**src/rtl/mdu_pkg.sv**
```systemverilog
// Shared definitions for the multiply/divide unit control blocks.
package mdu_pkg;

    localparam int MDU_WIDTH = 32;

    typedef enum logic [0:0] {
        IDLE   = 1'b0,
        SETTLE = 1'b1
    } mdu_state_e;

endpackage

```
**src/rtl/mul_hilo_ctrl.sv**
```systemverilog
// Multicycle sequencer and HI/LO register file around the combinational MUL32 array.
// Optional build macro: MUL_ZERO_SKIP_EN (zero operand completes in one cycle, never enters SETTLE).
//
// state  | meaning
// IDLE   | waiting for i_start; MTHI/MTLO are applied here
// SETTLE | operands held steady on mul_a/mul_b while MUL32 resolves; capture when cnt hits 0
module mul_hilo_ctrl
    import mdu_pkg::*;
#(
    parameter int WIDTH         = MDU_WIDTH,
    parameter int SETTLE_CYCLES = 2
) (
    input  logic               clk,
    input  logic               rst,
    input  logic               i_start,
    input  logic [WIDTH-1:0]   i_a,
    input  logic [WIDTH-1:0]   i_b,
    output logic [WIDTH-1:0]   mul_a,
    output logic [WIDTH-1:0]   mul_b,
    input  logic [2*WIDTH-1:0] mul_p,
    input  logic               i_hi_wr,
    input  logic               i_lo_wr,
    input  logic [WIDTH-1:0]   i_wdata,
    output logic               o_busy,
    output logic               o_done,
    output logic [WIDTH-1:0]   o_hi,
    output logic [WIDTH-1:0]   o_lo
);

    localparam int CW = $clog2(SETTLE_CYCLES + 1);
    localparam logic [CW-1:0] CNT_LOAD = CW'(SETTLE_CYCLES - 1);

    if (SETTLE_CYCLES < 1) begin : g_bad_settle
        $error("mul_hilo_ctrl: SETTLE_CYCLES must be at least 1");
    end

    mdu_state_e    state;
    logic [CW-1:0] cnt;

    // State is a flop, so busy is a registered output without a second copy.
    assign o_busy = (state == SETTLE);

    always_ff @(posedge clk or posedge rst) begin
        if (rst) begin
            state  <= IDLE;
            cnt    <= '0;
            mul_a  <= '0;
            mul_b  <= '0;
            o_hi   <= '0;
            o_lo   <= '0;
            o_done <= 1'b0;
        end else begin
            o_done <= 1'b0;
            case (state)
                IDLE: begin
                    if (i_start) begin
                        mul_a <= i_a;
                        mul_b <= i_b;
`ifdef MUL_ZERO_SKIP_EN
                        if ((i_a == '0) || (i_b == '0)) begin
                            o_hi   <= '0;
                            o_lo   <= '0;
                            o_done <= 1'b1;
                        end else begin
                            cnt   <= CNT_LOAD;
                            state <= SETTLE;
                        end
`else
                        cnt   <= CNT_LOAD;
                        state <= SETTLE;
`endif
                    end else begin
                        if (i_hi_wr) o_hi <= i_wdata;
                        if (i_lo_wr) o_lo <= i_wdata;
                    end
                end
                SETTLE: begin
                    if (cnt != '0) begin
                        cnt <= cnt - 1'b1;
                    end else begin
                        {o_hi, o_lo} <= mul_p;
                        o_done       <= 1'b1;
                        state        <= IDLE;
                    end
                end
                default: state <= IDLE;
            endcase
        end
    end

endmodule

```
**config.mk**
```make
export PLATFORM = sky130hd
export DESIGN_NAME = mul_hilo_ctrl
export DESIGN_NICKNAME = d
export VERILOG_FILES = /design/src/rtl/mdu_pkg.sv /design/src/rtl/mul_hilo_ctrl.sv
export SDC_FILE = /design/constraint.sdc
export NUM_CORES = 1
export LEC_CHECK = 0
export ABC_AREA = 1
export CAP_MARGIN = 20
export CORE_MARGIN = 5
export CORE_UTILIZATION = 44
export CTS_CLUSTER_SIZE = 40
export DETAILED_ROUTE_END_ITERATION = 16
export GPL_TIMING_DRIVEN = 1
export PLACE_DENSITY_LB_ADDON = 0.12
export SETUP_SLACK_MARGIN = 0.05
export SLEW_MARGIN = 20
export SYNTH_ARGS = -nofsm -noshare
export SYNTH_HDL_FRONTEND = slang
export SYNTH_SLANG_ARGS = --single-unit
```
**constraint.sdc**
```tcl
create_clock -name clk -period 12.77 [get_ports clk]
set_clock_uncertainty 0.05 [all_clocks]
set_input_delay 2.554 -clock clk [delete_from_list [all_inputs] [get_ports clk]]
set_output_delay 2.554 -clock clk [all_outputs]
set_load 0.02 [all_outputs]
```
==> metrics <==
fill count=roughly 1100; largest net degree at the start of global routing=101; Worst-path clk slew=~0.060 ns; Pwr Density=270.9 nW/um2; gpl congestion=around 0.84; Critical Path AT=4.60 ns; CTS max path bufs=2; startpoint types=input pin; most frequent cells in the layout=nand2_1 (422), clkdlybuf4s50_1 (293), dfrtp_1 (131); post-CTS setup buffer count=0; die height=between 100 and 150 um; WL/cell=16.49 um; vias per cell=roughly 4.9; Leak=0.004762 uW; Hold Path End=mul_a[29]; CTS Buf Count=17; relative slew slack=0.3532; crit path cell chain=buf_2 -> buf_4 -> nand2_4 -> buf_4 -> nand3_1 -> nand2_1; syn_nets=about 920; RSZ-0062 raised after global routing=no; first-pass GRT wire length=31150 um; post-synth cell types=17; # IOs=295; max incr delay on CP=0.81 ns; switching share of power=0.4193; Detailed Place HPWL=13610 um; final worst path period share=0.3369; critical path type=in -> reg; r2r setup slk=9.54 ns; clock latency on the worst-skew pair=0.41 ns; CTS sink cnt=132; Worst R2R Start=o_busy; number of core rows=42; max cap viols=0; DRT iter0 DRCs=441; Port-buffer cells=294; grt ovf=0; min Tclk post-route=4.302 ns; setup violators final=0; CTS tree=built; Clk network pwr share=0.200; area added between synthesis and finish=59.47%; Yosys reg bits=132; # diodes=0; commonest non-fill, non-tap cell in the layout=nand2_1; Fin. Hold Viols=0; H-tree depth=4; DRT Pass-1 Iters=6; outcome=finished clean; required time of the critical path=13.07 ns; post-route ant nets=0; f_max=0.2324 GHz; cts repair resizes=0; worst r2r path cells=6; core area=13240 um2; actual slew at the worst max-slew pin=0.9701 ns; layout cells sized above 1=0.04554; Peak VDD IR=between 0.0001 and 0.00015 V; Die W=126.2 um; vias in the first global route=5863; hold_sp=mul_a[29]; clock root buffer=clkbuf_16; Seq/Total Area, Yosys=0.5558; starting density of the core=0.4488; Hold Path Class=reg -> reg; initial antenna violation count=0; Slew Limit Fails=0; Comb power frac=0.515; Worst Setup End Kind=flop; cell-internal power=roughly 1500 uW; hold path depth=2; Switch Pwr=1077 uW; number of vias in the routed layout=5944; final WL=19920 um; FF-to-FF End=o_hi[16]; Yosys warnings=0; Seq pwr share=0.285; post-synthesis area per instance=about 7.9 um2; Crit-path slowest cell=buf_4; GRT Resource Usage Total=0.2451; Setup TNS=0 ns; cell area after synthesis=between 5000 and 6000 um2; DRC violations left=0; crit-path max FO=93; CTS Hold Buffers Added=0; Crit path top cell by count=buf_4; Final nets=around 1200; Die Area=about 16000 um2; power consumption=around 2600 uW; synthesized netlist cell count=752
-- cell families (layout without fill, tap and decap cells) --
kind of cell               count (synthesis)  in the layout  synth area share
DFF                                      132            132            0.5558
and+or+nand+nor                          558            558            0.3857
buffers and inverters                     59            339           0.05453
AOI/OAI and AO/OA                          2              2          0.001895
adders and majority gates                  1              1          0.002105
-- worst max-delay path: cells and delay by family --
kind / cells / cell delay (ns)
AND/OR/NAND/NOR: 3 / 0.74
buffers and inverters: 3 / 1.23
-- per-stage QoR --
step | utilization | worst slack [ns] | instances | hold WS (ns) | cell area (um2)
2_1_floorplan | - | 6.640 | 752 | 0.4433 | 5943
3_3_place_gp | 0.6686 | 8.087 | 1176 | 0.4021 | 8853
3_5_place_dp | 0.6686 | 8.059 | 1176 | 0.4071 | 8853
4_1_cts | 0.7157 | 8.486 | 1208 | 0.4219 | 9478
5_1_grt | 0.7157 | 8.300 | 1208 | 0.4332 | 9478
6_report | 0.7157 | 8.468 | 1208 | 0.4158 | 9478
-- how the worst max path moves through the flow --
stage / startpoint / to / slack [ns] / cells after the start
final: i_start / o_hi[16] / 8.47 / 6
after detailed placement: i_start / o_lo[14] / 8.06 / 6
after CTS: i_start / o_hi[16] / 8.49 / 6
after global routing: i_start / o_lo[16] / 8.30 / 6
after global placement: rst / o_busy / 8.09 / 3
after floorplan: rst / cnt[0] / 6.64 / 1
-- cells in the mapped netlist --
cell type | instances | area, um2
buf_2 | 36 | 180.2
buf_4 | 12 | 90.09
buf_6 | 1 | 11.26
clkbuf_1 | 2 | 7.510
dfrtp_1 | 132 | 3303
ha_1 | 1 | 12.51
inv_1 | 7 | 26.28
inv_6 | 1 | 8.760
nand2_1 | 422 | 1584
nand2_4 | 1 | 11.26
nand3_1 | 128 | 640.6
nand3_2 | 2 | 20.02
nor2_1 | 2 | 7.510
nor2_2 | 1 | 6.260
nor2_4 | 2 | 22.52
o21ai_0 | 1 | 5.000
o22ai_1 | 1 | 6.260
-- per-layer routing --
| metal | up-vias | routed length (um) | global-route usage |
|---|---|---|---|
| met1 | 2771 | 7952 | 0.2995 |
| li1 | 2894 | - | - |
| met5 | - | 0 | 0 |
| met3 | 34 | 1689 | 0.08086 |
| met4 | 0 | 497 | 0.08896 |
| met2 | 245 | 9777 | 0.4066 |
-- power groups by stage --
stage	Combinational, uW	Clock (uW)	Sequential (uW)
after floorplan	516	0	970
after global placement	1320	0	727
after detailed placement	1330	0	732
after CTS	1340	519	732
after global routing	1430	541	759
final	1320	513	732
-- registers in the layout (all words and copies together) (netlist names) --
signal	cells
o_lo	32
o_busy	1
o_hi	32
o_done	1
mul_a	32
mul_b	32
cnt	2
-- final cells by class --
type                            count  area [um2]  area share
Sequential cell                   132        3304      0.3486
Clock inverter                     14       185.2     0.01954
Inverter                            8       37.54    0.003960
Timing Repair Buffer              299        2975      0.3139
Clock buffer                       18       439.2     0.04634
Multi-Input combinational cell    561        2316      0.2444
Tap cell                          176       220.2     0.02323
(Power assumes the default switching activity.)
